<file path="config.mk">
export PLATFORM = sky130hd
export DESIGN_NAME = addsub_arbiter
export DESIGN_NICKNAME = d
export VERILOG_FILES = /design/src/rtl/addsub_arb_pkg.sv /design/src/rtl/addsub_arbiter_rr_pick.sv /design/src/rtl/addsub_arbiter.sv
export SDC_FILE = /design/constraint.sdc
export NUM_CORES = 1
export LEC_CHECK = 0
export BUFFER_PORTS_ARGS = -buffer_cell sky130_fd_sc_hd__buf_2
export CAP_MARGIN = 30
export CORE_AREA = 2 2 65 67
export DETAILED_ROUTE_END_ITERATION = 10
export DIE_AREA = 0 0 67 69
export GPL_ROUTABILITY_DRIVEN = 0
export PLACE_DENSITY = 0.78
export SYNTH_ARGS = -nofsm -noshare
export SYNTH_HDL_FRONTEND = slang
export SYNTH_SLANG_ARGS = --single-unit
export TNS_END_PERCENT = 10
</file>
<file path="constraint.sdc">
create_clock -name clk -period 6.25 [get_ports clk]
set_input_delay 0.3125 -clock clk [delete_from_list [all_inputs] [get_ports clk]]
set_output_delay 0.3125 -clock clk [all_outputs]
set_load 0.01 [all_outputs]
</file>
<file path="src/rtl/addsub_arb_pkg.sv">
// Shared types for the round-robin add/subtract arbiter: FSM encoding and index-width helper.
package addsub_arb_pkg;

   typedef enum logic [1:0] {
      ST_IDLE = 2'd0,
      ST_EXEC = 2'd1,
      ST_RESP = 2'd2
   } arb_state_t;

   localparam int NREQ_DEF = 4;
   localparam int W_DEF    = 4;

   // Index width for a requester count; never below one bit so ports stay legal.
   function automatic int idw(input int n);
      return (n > 1) ? $clog2(n) : 1;
   endfunction

endpackage

</file>
<file path="src/rtl/addsub_arbiter_rr_pick.sv">
// Combinational round-robin picker: first set request at or above ptr, wrapping.
module rr_pick #(
   parameter int NREQ = 4,
   parameter int IDW  = 2
) (
   input  logic [NREQ-1:0] req,
   input  logic [IDW-1:0]  ptr,
   output logic [NREQ-1:0] grant,
   output logic [IDW-1:0]  idx,
   output logic            any
);

   always_comb begin
      grant = '0;
      idx   = '0;
      any   = 1'b0;
      for (int k = 0; k < NREQ; k++) begin
         if (!any && req[(int'(ptr) + k) % NREQ]) begin
            any                             = 1'b1;
            grant[(int'(ptr) + k) % NREQ]   = 1'b1;
            idx                             = IDW'((int'(ptr) + k) % NREQ);
         end
      end
   end

endmodule

</file>
<file path="src/rtl/addsub_arbiter.sv">
// Round-robin arbiter sharing one ripple add/subtract datapath between NREQ requesters.
//   state | meaning
//   IDLE  | searching for a request from ptr upward; grant is combinational
//   EXEC  | latched operands ripple through the adder; result registered on exit
//   RESP  | result offered to the owner until it accepts
module addsub_arbiter
   import addsub_arb_pkg::*;
#(
   parameter  int NREQ = NREQ_DEF,
   parameter  int W    = W_DEF,
   localparam int IDW  = idw(NREQ)
) (
   input  logic            clk,
   input  logic            rst,
   input  logic [NREQ-1:0] req_valid,
   output logic [NREQ-1:0] req_ready,
   input  logic [NREQ*W-1:0] req_a,
   input  logic [NREQ*W-1:0] req_b,
   input  logic [NREQ-1:0] req_sub,
   output logic [NREQ-1:0] rsp_valid,
   input  logic [NREQ-1:0] rsp_ready,
   output logic [W:0]      rsp_data,
   output logic [IDW-1:0]  rsp_id,
   output logic            busy
);

   arb_state_t       state_q, state_d;
   logic [IDW-1:0]   ptr_q;
   logic [IDW-1:0]   owner_q;
   logic [W-1:0]     a_q, b_q;
   logic             sub_q;
   logic [W:0]       rsp_data_q;

   logic [NREQ-1:0]  pick_grant;
   logic [IDW-1:0]   pick_idx;
   logic             pick_any;
   logic [NREQ-1:0]  owner_oh;
   logic             load;
   logic             done;

   rr_pick #(.NREQ(NREQ), .IDW(IDW)) u_pick (
      .req   (req_valid),
      .ptr   (ptr_q),
      .grant (pick_grant),
      .idx   (pick_idx),
      .any   (pick_any)
   );

   assign owner_oh = NREQ'(1) << owner_q;

   // Ripple add/subtract: subtraction is a + ~b + 1, and bit W reports borrow rather than carry.
   logic [W-1:0] b_eff;
   logic [W-1:0] sum;
   logic [W:0]   carry;
   logic [W:0]   result;

   assign b_eff    = b_q ^ {W{sub_q}};
   assign carry[0] = sub_q;

   for (genvar i = 0; i < W; i++) begin : g_fa
      assign sum[i]     = a_q[i] ^ b_eff[i] ^ carry[i];
      assign carry[i+1] = (a_q[i] & b_eff[i]) | (carry[i] & (a_q[i] ^ b_eff[i]));
   end

   assign result = {carry[W] ^ sub_q, sum};

   always_comb begin
      state_d   = state_q;
      req_ready = '0;
      rsp_valid = '0;
      busy      = 1'b0;
      load      = 1'b0;
      done      = 1'b0;
      unique case (state_q)
         ST_IDLE: begin
            // no grant is shown while reset is pending, since it would be discarded
            if (pick_any && !rst) begin
               req_ready = pick_grant;
               load      = 1'b1;
               state_d   = ST_EXEC;
            end
         end
         ST_EXEC: begin
            busy    = 1'b1;
            state_d = ST_RESP;
         end
         ST_RESP: begin
            busy = 1'b1;
            if (!rst) rsp_valid = owner_oh;
            if (rsp_ready[owner_q]) begin
               done    = 1'b1;
               state_d = ST_IDLE;
            end
         end
         default: state_d = ST_IDLE;
      endcase
   end

   always_ff @(posedge clk) begin
      if (rst) begin
         state_q    <= ST_IDLE;
         ptr_q      <= '0;
         owner_q    <= '0;
         a_q        <= '0;
         b_q        <= '0;
         sub_q      <= 1'b0;
         rsp_data_q <= '0;
      end else begin
         state_q <= state_d;
         if (load) begin
            a_q     <= req_a[int'(pick_idx)*W +: W];
            b_q     <= req_b[int'(pick_idx)*W +: W];
            sub_q   <= req_sub[pick_idx];
            owner_q <= pick_idx;
         end
         if (state_q == ST_EXEC) rsp_data_q <= result;
         if (done) ptr_q <= (int'(owner_q) == NREQ-1) ? '0 : owner_q + IDW'(1);
      end
   end

   assign rsp_data = rsp_data_q;
   assign rsp_id   = owner_q;

endmodule

</file>
Word level (Yosys, flattened, before mapping)
Index checks and enable logic that the tools add are counted.
{ "totals": {"mem_count": 0, "ff_bits": 20, "out_inout_bits": 16, "romBits": 0, "latch_bits": 0, "word_cells": 123, "inputBits": 46, "ramBits": 0} }
{ "classes": {"addsub": 4, "n_lt_le_gt_ge": 10, "mul": 0, "n_reduce_logical": 18, "mux": 48, "n_eq_ne": 5, "shifts": 3, "n_bitwise": 28, "div": 0} }
{ "ops": {"columns": ["cell", "n"], "rows": [
  ["two-way mux 4 bit", 8],
  ["indexed part select 16 x 5 -> 4 bit", 2],
  ["two-way mux 1 bit", 22],
  ["two-way mux 2 bit", 7],
  ["binary-select mux 1 bit (select 2 bit)", 6],
  ["less-than comparator 3 x 4 -> 1 bit, second input constant", 3],
  ["bitwise OR 4 bit", 3],
  ["greater-or-equal comparator 3 x 1 -> 1 bit, second input constant", 3],
  ["less-than comparator 2 x 3 -> 1 bit, second input constant", 3],
  ["bitwise XOR 1 bit", 9],
  ["bitwise AND 1 bit", 8],
  ["demux 1 bit (select 2 bit)", 4],
  ["logical AND 1 bit", 8],
  ["OR reduction 2 bit", 4],
  ["case mux 2 bit (3 select lines)", 1],
  ["adder 2 x 1 -> 2 bit, second input constant", 2],
  ["adder 2 bit, second input constant", 2],
  ["== test 2 x 1 -> 1 bit, second input constant", 2],
  ["logical NOT 1 bit", 4],
  ["!= test 2 bit, second input constant", 2],
  ["bitwise OR 1 bit", 4],
  ["<< shifter 1 x 2 -> 4 bit, first input constant", 1],
  ["bitwise XOR 4 bit", 1],
  ["bitwise AND 1 bit, first input constant", 3],
  ["other kinds (4)", 4]
]} }

Logic depth before layout (Yosys ltp)
{ "depth": {"ltp_word": 17, "ltp_mapped": 11, "depth_no_buf": 8} }

Cells and area by module
A second synthesis with hierarchy kept.
{ "hier_totals": {"hier_cells": 178, "area_unflattened_um2": 1737.9} }
{ "modules_own_cells": {"columns": ["mod", "area_per_inst_um2", "cells_per_inst", "seq_area_each_um2", "instances"], "rows": [
  ["addsub_arbiter", 1318.8, 133, 400.4, 1],
  ["rr_pick", 419.2, 45, 0.0, 1]
]} }

Worst setup path before layout
Ideal clock, no wire load.
{ "synth_path": {"path_kind": "register -> output", "from": "register ptr_q[0]", "to": "output port req_ready[0]", "setup_slack_ns": 3.574, "arrival_time_ns": 2.363, "stages_incl_launch_ff": 12, "n_path_buf": 3, "required_ns": 5.938, "path_cell_list": "dfxtp_1 buf_6 clkbuf_8 inv_1 ha_1 clkbuf_1 or3b_1 o21ai_0 a21oi_1 o21ai_1 a221oi_1 nor2_1"} }
{ "synth_between": {"elab_chain_cells": 15, "word_cells_on_any_way": 60, "cone_classes": "add/sub: 3; order compare: 8; mux: 29; bitwise: 6; reduce/logical: 14"} }
{ "synth_lines": {"columns": ["element", "line_no", "text"], "rows": [
  ["start: declaration", "addsub_arbiter.sv:28", "logic [IDW-1:0] ptr_q;"],
  ["start signal: assignment", "addsub_arbiter.sv:117", "if (done) ptr_q <= (int'(owner_q) == NREQ-1) ? '0 : owner_q + IDW'(1);"],
  ["adder 2 x 1 -> 2 bit or binary-select mux 1 bit (select 2 bit) (tied branches)", "addsub_arbiter_rr_pick.sv:18, addsub_arbiter_rr_pick.sv:20", null],
  ["OR reduction 2 bit (no line) (tied with other cells)", null, null],
  ["bitwise AND 1 bit (no line) or two-way mux 1 bit (tied branches)", null, null],
  ["less-than comparator 3 x 4 -> 1 bit (implied by the code) (tied with other cells)", "addsub_arbiter_rr_pick.sv:20", "grant[(int'(ptr) + k) % NREQ] = 1'b1;"],
  ["logical AND 1 bit, on equally long branches", "addsub_arbiter_rr_pick.sv:20, addsub_arbiter_rr_pick.sv:18", null],
  ["two-way mux 1 bit, on equally long branches", "addsub_arbiter_rr_pick.sv:20, addsub_arbiter_rr_pick.sv:18", null],
  ["demux 1 bit (select 2 bit) or logical NOT 1 bit (tied branches)", null, null],
  ["bitwise OR 4 bit (no line) or logical AND 1 bit (tied branches)", null, null],
  ["two-way mux 4 bit or two-way mux 1 bit (tied branches)", "addsub_arbiter_rr_pick.sv:18", "if (!any && req[(int'(ptr) + k) % NREQ]) begin"],
  ["bitwise OR 4 bit (no line) or logical NOT 1 bit (tied branches)", null, null],
  ["two-way mux 4 bit or logical AND 1 bit (tied branches)", "addsub_arbiter_rr_pick.sv:18", null],
  ["bitwise OR 4 bit (no line) or two-way mux 1 bit (tied branches)", null, null],
  ["two-way mux 4 bit or logical AND 1 bit (tied branches)", "addsub_arbiter_rr_pick.sv:18, addsub_arbiter.sv:77", null],
  ["two-way mux 4 bit (*)", "addsub_arbiter.sv:77", "if (pick_any && !rst) begin"],
  ["two-way mux 4 bit (*)", "addsub_arbiter.sv:74", "unique case (state_q)"],
  ["end: declaration", "addsub_arbiter.sv:16", "output logic [NREQ-1:0] req_ready,"]
]} }
Mark *: on every way between the ends. The rest lies on a longest branch, timed or not. The select of a mux whose other input is x is not followed.

Final worst setup path
{ "layout_path": {"from": "register ptr_q[0]", "to": "output port req_ready[1]"} }
Same word-level chain as after synthesis.

==> results.json <==
{
  "final-setup-viol-count": 0,
  "dp_cells": 310,
  "antennaDiodeCount": 0,
  "drt_iter0_drc": 82,
  "wl_um": 4060,
  "hold_viol": 0,
  "die_w_um": 67,
  "status": "complete, no violations",
  "ys_types": 52,
  "synth_common_cells": "nor2_1, mux2i_1, dfxtp_1, nand2_1, ha_1",
  "path_class": "flip-flop to output pin",
  "syn-instance-count": 213,
  "grt_pass1_wl_um": 6840,
  "tritoncts": "done",
  "hold_buffers": 0,
  "dr.pass1.iters": 4,
  "cp-startpoint": "ptr_q[0]",
  "grt_pass1_vias": 1560,
  "synth_area_leaders": "dfxtp_1, mux2i_1, ha_1, nor2_1, mux4_2",
  "clock-root-buffer": "clkbuf_8",
  "rsz0062_at_grt": "false",
  "worst_ep_arrival_time_ps": 3460,
  "nets": 330,
  "yosysWarnings": 0,
  "clock_latency_ps": 260,
  "boundaryPins": 62,
  "ant_nets": 0,
  "vias": 1726,
  "cts_buffers": 3,
  "rows": 23,
  "reg2reg_from": "ptr_q[0]",
  "core_region_area_mm2": 0.00391,
  "fin_hold_ws_ps": 345,
  "max-cap-violations": 0,
  "area_growth_syn_to_layout_pct": 16.1,
  "worstPathMaxFanout": 23,
  "worstHoldPathCells": 3,
  "grt_overflow": 0,
  "synth_most_common_cell": "nor2_1",
  "post_cts_buffers": 0,
  "worst-r2r-cell-count": 8,
  "place_ws_ps": 2760,
  "clockBufferDepth": 2,
  "fillers": 360,
  "drv_slew": 0,
  "finalPower_mw": 0.462,
  "port_buffers": 61,
  "rrSetupSlack_ps": 2790,
  "fin_area_mm2": 0.00223,
  "synth_area_per_cell_um2": 9.02,
  "track_usage_pct": 18.2,
  "relSlewSlack_pct": 42.6,
  "synth_top_area_share_pct": 20.8,
  "fin_crit_sh_pct": 60.4,
  "powerDensity_mw_per_mm2": 207,
  "min_period_ps": 3770,
  "synth_area_leader_cell": "dfxtp_1",
  "antenna_found_initial": 0,
  "cts_htree_levels": 1,
  "post_route_cells_drive_above_1_share_pct": 29.2,
  "async_reset_ff_share_pct": 0,
  "synth_edf_count": 0,
  "dieArea_mm2": 0.00462,
  "yosysSeqAreaShare_pct": 20.8,
  "post_cts_resized": 0,
  "path_clk_slew_ps": 80,
  "crit_path_end": "req_ready[1]",
  "power_leakage_nw": 1.01,
  "clock_skew_ps": 1.05,
  "max-vdd-ir-drop_v": 0.000143,
  "wire_per_inst_um": 12.9,
  "synth_seq_cells": 20,
  "grt_start_max_net_pins": 24,
  "yosys_most_used_dff": "dfxtp_1",
  "tns_ps": 0,
  "die_h_um": 69,
  "post-dp-hpwl_um": 3130,
  "fmax_mhz": 265,
  "hp-class": "primary input to flip-flop",
  "route.detailed.drc": 0,
  "synth_nets": 278,
  "layout_setup_ws_ps": 2480,
  "r2r-end": "a_q[0]",
  "utilization_pct": 57.0,
  "critPathRequiredTime_ps": 5940,
  "startpoint_type": "flip-flop",
  "cts.sinks": 20,
  "placed_area_mm2": 0.00218,
  "finalNonFillerCells": 314,
  "synth_area_mm2": 0.00192,
  "vias_per_cell": 5.50,
  "tightest_slew_ps": 861,
  "end_kind": "output pin",
  "start_util_pct": 49.1
}
-- power by group --
group	internal (mW)	total [mW]	switching, mW
Combinational	0.0908	0.190	0.0987
Clock	0.0561	0.101	0.0446
Sequential	0.150	0.172	0.0217
-- final cells by class --
type | count | area, um^2 | share of cell area (%)
Multi-Input combinational cell | 168 | 1370 | 61.2
Clock buffer | 4 | 55.1 | 2.47
Sequential cell | 20 | 400 | 17.9
Tap cell | 50 | 62.6 | 2.80
Timing Repair Buffer | 61 | 305 | 13.7
Inverter | 11 | 42.5 | 1.91
-- worst max-delay path, stage by stage (launching register included) --
cell and delay, ps:
dfxtp_1 890, inv_1 250, ha_1 620, mux4_2 480
nor2b_1 420, a22oi_1 140, nor2_1 120, a221oi_1 50
nor2_1 90, buf_2 130
-- sequential cells by signal, indices dropped and copies added, names as in the netlist --
| register | count |
|---|---|
| rsp_data | 5 |
| a_q | 4 |
| b_q | 4 |
| ptr_q | 2 |
| rsp_id | 2 |
| state_q | 2 |
| sub_q | 1 |
-- cell usage in the layout, fill, tap and decap left out, drive strengths merged, types with 3 or more instances in the layout --
master,n
a21oi,5
inv,10
nand2,19
nor2b,5
o211ai,3
mux4,5
and2,4
mux2i,22
clkbuf,4
buf,61
a22oi,4
ha,16
xnor2,5
fa,3
dfxtp,20
o21ai,8
o221ai,8
nor3,5
a211oi,4
nor2,26
a221oi,4
-- worst min-delay path by stage --
stage / to / slack (ps) / from
2_1_floorplan: a_q[1] / 430 / a_q[1]
3_3_place_gp: a_q[3] / 450 / a_q[3]
3_5_place_dp: a_q[3] / 450 / a_q[3]
4_1_cts: a_q[3] / 340 / req_a[7]
5_1_grt: a_q[3] / 370 / req_a[7]
6_report: a_q[3] / 340 / req_a[7]
-- kinds of logic (layout without fill, tap and decap cells) --
logic type / Yosys count / count (layout) / share of synthesized area [%]
flops: 20 / 20 / 20.8
simple gates: 72 / 72 / 18.5
buf+inv: 25 / 76 / 8.14
compound gates: 45 / 45 / 19.2
xor+xnor: 5 / 5 / 2.28
fa+ha+maj: 19 / 19 / 13.5
mux: 27 / 27 / 17.5
-- routing by layer --
layer	up-vias	track usage, %	wire (um)
met2	69	30.6	1950
met3	5	2.77	270
met4	0	4.08	35
met5	-	0	0
li1	874	-	-
met1	778	24.1	1800
Power figures use the tool's default switching activity.
